[config.mk]
export PLATFORM = sky130hd
export DESIGN_NAME = pulse_cmd_sender
export DESIGN_NICKNAME = d
export VERILOG_FILES = /design/src/rtl/pulse_cmd_sender.sv
export SDC_FILE = /design/constraint.sdc
export NUM_CORES = 1
export LEC_CHECK = 0
export ABC_AREA = 1
export ABC_CLOCK_PERIOD_IN_PS = 3800
export CAP_MARGIN = 10
export CORE_MARGIN = 1
export CORE_UTILIZATION = 50
export CTS_BUF_LIST = sky130_fd_sc_hd__clkbuf_8 sky130_fd_sc_hd__clkbuf_16
export CTS_CLUSTER_DIAMETER = 80
export CTS_CLUSTER_SIZE = 10
export DETAILED_ROUTE_END_ITERATION = 16
export DONT_BUFFER_PORTS = 1
export PLACE_DENSITY = 0.74
export RECOVER_POWER = 50
export SLEW_MARGIN = 20
export SYNTH_ARGS = -nofsm -noshare
export SYNTH_HDL_FRONTEND = slang
export SYNTH_SLANG_ARGS = --single-unit
[constraint.sdc]
create_clock -name clk -period 3.8 [get_ports clk]
set_clock_uncertainty 0.2 [all_clocks]
set_input_delay 0.38 -clock clk [delete_from_list [all_inputs] [get_ports clk]]
set_output_delay 0.38 -clock clk [all_outputs]
set_load 0.05 [all_outputs]
[src/rtl/pulse_cmd_sender.sv]
// pulse_cmd_sender
//   Host-side initiator for the 5-byte pulse-parameter UART command.
//   A command {ctrl, data} is accepted on a valid/ready port, sent as
//   data[7:0], data[15:8], data[23:16], data[31:24], ctrl through a UART byte
//   interface, and then the block waits for the 1-byte checksum echo
//   (8-bit wrapping sum of the four data bytes) and reports pass/fail.
//
//   Optional feature macro: PULSE_CMD_RETRY_EN
//     defined   - a failed attempt (mismatch, timeout, framing error) resends the
//                 whole frame up to MAX_RETRIES extra times before reporting.
//     undefined - single attempt; any failure is reported immediately.
//
// Ports
//   clk, rst           system clock, synchronous active-high reset
//   cmd_valid/ready    command handshake; ready only while idle
//   cmd_ctrl/cmd_data  control byte and 32-bit parameter, sampled on accept
//   transmit, tx_byte  one-cycle byte request to the UART transmitter
//   is_transmitting    UART transmitter busy
//   received, rx_byte  UART byte-received strobe and byte
//   recv_error         UART framing error strobe
//   busy               frame in progress (inverse of cmd_ready)
//   done, ok           one-cycle completion pulse and its pass/fail result
//   echo_byte          last byte seen while waiting for the echo
module pulse_cmd_sender #(
  parameter int unsigned TIMEOUT_CYCLES = 1000000,
  parameter int unsigned MAX_RETRIES    = 2
) (
  input  logic        clk,
  input  logic        rst,
  input  logic        cmd_valid,
  output logic        cmd_ready,
  input  logic [7:0]  cmd_ctrl,
  input  logic [31:0] cmd_data,
  output logic        transmit,
  output logic [7:0]  tx_byte,
  input  logic        is_transmitting,
  input  logic        received,
  input  logic [7:0]  rx_byte,
  input  logic        recv_error,
  output logic        busy,
  output logic        done,
  output logic        ok,
  output logic [7:0]  echo_byte
);

  typedef enum logic [2:0] {
    IDLE, LOAD, GUARD, WAIT_TX, WAIT_ECHO, DONE
  } state_t;

  localparam logic [31:0] TIMER_LAST = 32'(TIMEOUT_CYCLES - 1);

  state_t      state, state_nxt;
  logic [39:0] frame;
  logic [2:0]  idx;
  logic [7:0]  expected;
  logic [31:0] timer;
  logic [7:0]  cur_byte;
  logic        accept, last_byte, attempt_end, attempt_pass, retry;

  // Frame is kept intact and indexed so a retry can restart from byte 0.
  always_comb begin
    cur_byte = frame[39:32];
    case (idx)
      3'd0:    cur_byte = frame[7:0];
      3'd1:    cur_byte = frame[15:8];
      3'd2:    cur_byte = frame[23:16];
      3'd3:    cur_byte = frame[31:24];
      default: cur_byte = frame[39:32];
    endcase
  end

  assign accept       = cmd_valid && (state == IDLE);
  assign last_byte    = (idx == 3'd4);
  // A framing error wins over a same-cycle byte strobe.
  assign attempt_pass = (state == WAIT_ECHO) && received && !recv_error &&
                        (rx_byte == expected);
  assign attempt_end  = (state == WAIT_ECHO) &&
                        (received || recv_error || (timer == TIMER_LAST));

`ifdef PULSE_CMD_RETRY_EN
  logic [31:0] attempts;

  assign retry = attempt_end && !attempt_pass && (attempts < MAX_RETRIES);

  always_ff @(posedge clk) begin
    if (rst)         attempts <= '0;
    else if (accept) attempts <= '0;
    else if (retry)  attempts <= attempts + 32'd1;
  end
`else
  logic unused_cfg;

  assign retry      = 1'b0;
  assign unused_cfg = ^MAX_RETRIES;
`endif

  // State register
  always_ff @(posedge clk) begin
    if (rst) state <= IDLE;
    else     state <= state_nxt;
  end

  // Next-state logic
  always_comb begin
    state_nxt = state;
    case (state)
      IDLE:      if (accept) state_nxt = LOAD;
      LOAD:      if (!is_transmitting) state_nxt = GUARD;
      GUARD:     state_nxt = WAIT_TX;
      WAIT_TX:   if (!is_transmitting) state_nxt = last_byte ? WAIT_ECHO : LOAD;
      WAIT_ECHO: begin
        if (retry)            state_nxt = LOAD;
        else if (attempt_end) state_nxt = DONE;
      end
      DONE:      state_nxt = IDLE;
      default:   state_nxt = IDLE;
    endcase
  end

  // State-decoded outputs
  always_comb begin
    cmd_ready = (state == IDLE);
    busy      = (state != IDLE);
    done      = (state == DONE);
  end

  // Datapath: frame, byte index, checksum, echo result, timer, UART request
  always_ff @(posedge clk) begin
    if (rst) begin
      frame     <= '0;
      idx       <= '0;
      expected  <= '0;
      timer     <= '0;
      transmit  <= 1'b0;
      tx_byte   <= '0;
      ok        <= 1'b0;
      echo_byte <= '0;
    end else begin
      transmit <= 1'b0;
      case (state)
        IDLE: if (accept) begin
          frame     <= {cmd_ctrl, cmd_data};
          idx       <= '0;
          expected  <= cmd_data[7:0] + cmd_data[15:8] +
                       cmd_data[23:16] + cmd_data[31:24];
          echo_byte <= '0;
        end
        LOAD: if (!is_transmitting) begin
          transmit <= 1'b1;
          tx_byte  <= cur_byte;
        end
        WAIT_TX: if (!is_transmitting) begin
          if (last_byte) timer <= '0;
          else           idx   <= idx + 3'd1;
        end
        WAIT_ECHO: begin
          if (timer != '1) timer <= timer + 32'd1;
          if (recv_error) begin
            ok <= 1'b0;
          end else if (received) begin
            echo_byte <= rx_byte;
            ok        <= (rx_byte == expected);
          end else if (timer == TIMER_LAST) begin
            ok <= 1'b0;
          end
          if (retry) idx <= '0;
        end
        default: ;
      endcase
    end
  end

endmodule

==> Yosys cells after proc, flatten, opt, wreduce, memory -nomap -nowiden <==
Index checks and enable logic that the tools add are counted.
{ "totals": {"register_bits": 104, "input_bits": 54, "out_inout_bits": 21, "elab_cells": 79} }
{ "op_classes": {"add_sub_neg": 5, "eq_ne": 21, "n_mux": 23, "bitwise": 2, "n_reduce_logical": 19} }
{ "op_table": {"columns": ["cell", "count"], "rows": [
  ["two-way mux 32 bit", 3],
  ["case mux 32 bit (2 select lines)", 1],
  ["adder 32 x 1 -> 32 bit, second input constant", 1],
  ["== test 32 x 20 -> 1 bit, second input constant", 1],
  ["!= test 32 bit, second input constant", 1],
  ["case mux 8 bit (4 select lines)", 1],
  ["adder 8 bit", 3],
  ["two-way mux 3 bit", 8],
  ["two-way mux 8 bit", 3],
  ["case mux 8 bit (2 select lines)", 1],
  ["AND reduction 4 bit", 4],
  ["case mux 3 bit (5 select lines)", 1],
  ["!= test 2 bit, second input constant", 7],
  ["== test 3 x 2 -> 1 bit, second input constant", 4],
  ["== test 3 bit, second input constant", 3],
  ["== test 8 bit", 1],
  ["== test 3 x 1 -> 1 bit, second input constant", 2],
  ["logical NOT 3 bit", 2],
  ["case mux 3 bit (2 select lines)", 1],
  ["AND reduction 2 bit", 3],
  ["nonzero test 2 bit", 3],
  ["nonzero test 3 bit", 2],
  ["two-way mux 1 bit", 4],
  ["!= test 2 x 1 -> 1 bit, second input constant", 2],
  ["5 further kinds", 8]
]} }

==> Logic depth before layout (Yosys ltp) <==
{ "depth": {"word_depth": 5, "ltp_mapped": 12, "mapped_depth_nobuf": 12} }

==> Worst setup path before layout <==
No wires, ideal clock.
{ "synth_path": {"path_type": "in2reg", "from": "in cmd_data[1]", "to": "reg expected[5]", "setup_time_ns": 0.116, "t_arrival_ns": 2.662, "required_time_ns": 3.484, "path_slack_ns": 0.822, "stages": 11, "n_path_buf": 0, "cell_sequence": "inv_1 fa_1 inv_1 fa_1 ha_1 inv_1 fa_1 o31ai_1 xor2_1 o21ai_0 inv_1"} }
{ "synth_via": {"elab_chain_len": 3} }
{ "synth_rtl": {"columns": ["item", "line", "text"], "rows": [
  ["start: declaration", "33", "input logic [31:0] cmd_data,"],
  ["adder 8 bit (2 in series)", "144", "expected <= cmd_data[7:0] + cmd_data[15:8] +"],
  ["adder 8 bit", "145", "cmd_data[23:16] + cmd_data[31:24];"],
  ["end signal: assignment", "144", null],
  ["end: declaration", "55", "logic [7:0] expected;"]
]} }
No other way between the ends.
A chain may end at the register's enable or synchronous reset.

==> Worst setup path after layout <==
{ "layout_path": {"from": "reg timer[0]", "to": "reg timer[21]"} }
{ "layout_via": {"elab_chain_len": 3, "word_cells_on_any_way": 6, "cone_classes": "add/sub (1); eq/ne (2); mux (2); reduce/logical (1)"} }
{ "layout_rtl": {"columns": ["item", "line", "text"], "rows": [
  ["start: declaration", "56", "logic [31:0] timer;"],
  ["start signal: assignment", "157", "if (timer != '1) timer <= timer + 32'd1;"],
  ["adder 32 x 1 -> 32 bit or != test 32 bit (tied branches)", "157", null],
  ["two-way mux 32 bit or != test 2 x 1 -> 1 bit (tied branches)", null, null],
  ["case mux 32 bit (2 select lines) or AND reduction 4 bit (tied branches)", null, null]
]} }
Parallel ways exist; a longest one is shown, timed or not. The select of a mux whose other input is x is not followed.

==> results.cfg <==
[outcome]
status = completed

[worst_setup_path]
worst-setup-path-type = flip-flop to flip-flop
cp.arrival_ns = 3.27
startpoint_type = flip-flop
crit_chain = ha_1 > inv_1 > nor2_1 > nand2_4 > nor2_1 > nand2_1 > nand2_2 > nand2_4 > nand2_2 > nand2_1 > a21oi_2
crit_path_end_kind = flip-flop
cp_max_fo = 34
critPathTopFamily = simple AND/OR/NAND/NOR gates
cp_num_buf_inv = 1
slowest_delay_ns = 0.64
critical_path_required_ns = 3.90
cpMaxStageDelayCell = nand2_2

[yosys]
synthAdderAreaFrac = 0.0712
synth_top_family_by_area = simple AND/OR/NAND/NOR gates
ys_seq_elements = 104
synth_cells = 916
synth-xor-area-share = 0.0211
synth-simple-area-share = 0.306
synthArstFlopShare = 0
seq_area_frac_synth = 0.334
synth.top_cell.area_share = 0.334
ys_warn_count = 0
synth_area_leaders = dfxtp_1, nand2_1, inv_1
synth_edf_count = 0
synth-main-ff-cell = dfxtp_1
synth_most_common_cell = nand2_1
synth_area_mm2 = 0.00622
yosysUniqueCellTypes = 40
yosysTopAreaCell = dfxtp_1
synth_compound_area_frac = 0.165
synth_nets = 997
synthMuxAreaShare = 0
avgSynthCellArea_um2 = 6.80
synthTopCellsByCount = nand2_1, inv_1, dfxtp_1, nor2_1, a21oi_1

[cells_and_area]
finalInstanceArea_mm2 = 0.00680
fin_cells = 1096
area_growth_pct = 9.21
antenna_cells = 0
nets = 1004
drive_gt1_frac = 0.0862

[timing]
period_share = 0.836
drv_slew = 0
clock.fmax_mhz = 315
relSlewSlack = 0.0359
fin_setup_tns_ns = 0
finalHoldViolCount = 0
tightest_slew_ns = 1.44
period_needed_ns = 3.18
setup_violations = 0
rsz0062_at_grt = no

[cts]
clk_path_buf_depth = 2
cts-htree-levels = 3
cts.reportedPaths.clkPinSlew_ns = 0.08
cts_root_buffer = clkbuf_16
cts_tree = done
clkSinkCount = 104
cts_buffers = 9
worstSkewPairLatency_ns = 0.36
cts_resized = 0

[drt]
drtIter0Drc = 440
via_per_inst = 5.25
wl_met3_mm = 1.02
wl_mm = 15.7
vias = 5754
dr.pass1.iters = 5
ant_nets = 0
top_layer_used = met4
wl_met2_mm = 7.08
drc = 0
met1_length_mm = 7.31
wl_per_cell_um = 14.3

[floorplanning]
initial_utilization = 0.516
coreArea_mm2 = 0.0121
die_h_um = 114
die_x_um = 114
io_pins = 75
row_count = 40
dieArea_mm2 = 0.0129

[grt]
first_global_vias = 5321
grt_util_all_layers = 0.256
grt_pass1_wl_mm = 26.0
antenna_found_initial = 0
grt_max_degree = 61
grt_overflow = 0

[power_and_ir_drop]
p_total_mw = 3.66
ir_drop_v = 0.000253
p_leak_nw = 2.72
powerDensity_mw_per_mm2 = 538

[placed_design]
gp_congestion = 0.885
port_buffers = 0
dpl.hpwl_mm = 10.9
dp.cells = 1057
placed_cell_area_mm2 = 0.00631

[flow_run]
drv_cap = 0

[worst_hold_path]
min_path_type = input port to flip-flop
==> sequential cells by signal, summed over array words and instances (netlist names) <==
register,cells
tx_byte,8
ok,1
timer,32
echo_byte,8
state,3
transmit,1
idx,3
expected,8
frame,40
==> repair_timing <==
| item | in CTS | in global routing |
|---|---|---|
| endpoints found under the hold margin | 65 | 0 |
| endpoints found under the setup margin | 0 | 0 |
| hold buffers | 23 | 0 |
| setup buffers | 0 | 0 |
==> layout make-up <==
class                   instances  area [um2]
fillers                      1156        5260
multi-input cells             654        3450
flip-flops and latches        104        2080
inverters                     127         477
repair buffers                 27         274
clock buffers                   9         225
well taps                     168         210
clock inverters                 7        78.8
==> cell families after synthesis <==
logic type,Yosys count
AND/OR/NAND/NOR,437
flip-flops,104
AO/OA/AOI/OAI,175
XOR/XNOR,15
buffers and inverters,158
adder cells (fa/ha/maj),27
==> path summary, 6_finish.rpt <==
kind	slack, ns	start	cells past startpoint	to
setup / recovery	0.62	timer[0]$_SDFFE_PP0P_	11	timer[21]$_SDFFE_PP0P_
hold / removal	0.005	cmd_data[10]	2	frame[10]$_SDFFE_PP0P_
setup reg to reg	0.62	timer[0]$_SDFFE_PP0P_	11	timer[21]$_SDFFE_PP0P_
hold reg to reg	0.26	frame[36]$_SDFFE_PP0P_	2	frame[36]$_SDFFE_PP0P_
==> placed cells by master (no fill, tap or decap), drive strengths merged <==
master       instances
nand2              249
inv                129
nor2               105
dfxtp              104
a21oi              103
nand3               57
o21ai               50
dlygate4sd3         22
nand4               17
fa                  14
ha                  13
xor2                12
o31ai               10
clkbuf              10
or2                  6
buf                  4
xnor2                3
a31oi                3
nor3                 2
o21a                 2
a211oi               2
o21bai               2
clkinvlp             2
clkinv               2
o22ai                1
a21o                 1
a21boi               1
nor3b                1
bufinv               1
==> stage by stage <==
stage	hold WS (ns)	setup WS, ns	util
floorplan	0.230	0.822	-
global placement	0.243	0.710	0.523
detailed placement	0.249	0.673	0.523
CTS	0.00248	0.743	0.569
global route	0.0165	0.291	0.564
finish	0.00535	0.624	0.564
==> layer usage <==
metal	global-route usage	vias to the layer above
met1	0.356	2627
li1	-	2932
met2	0.397	178
met5	0	-
met3	0.0457	17
met4	0.0904	0
==> where the power goes <==
group	switching [mW]	internal, mW
combinational	0.841	0.370
clock	0.464	0.519
sequential	0.191	1.27
(Power assumes the default switching activity.)
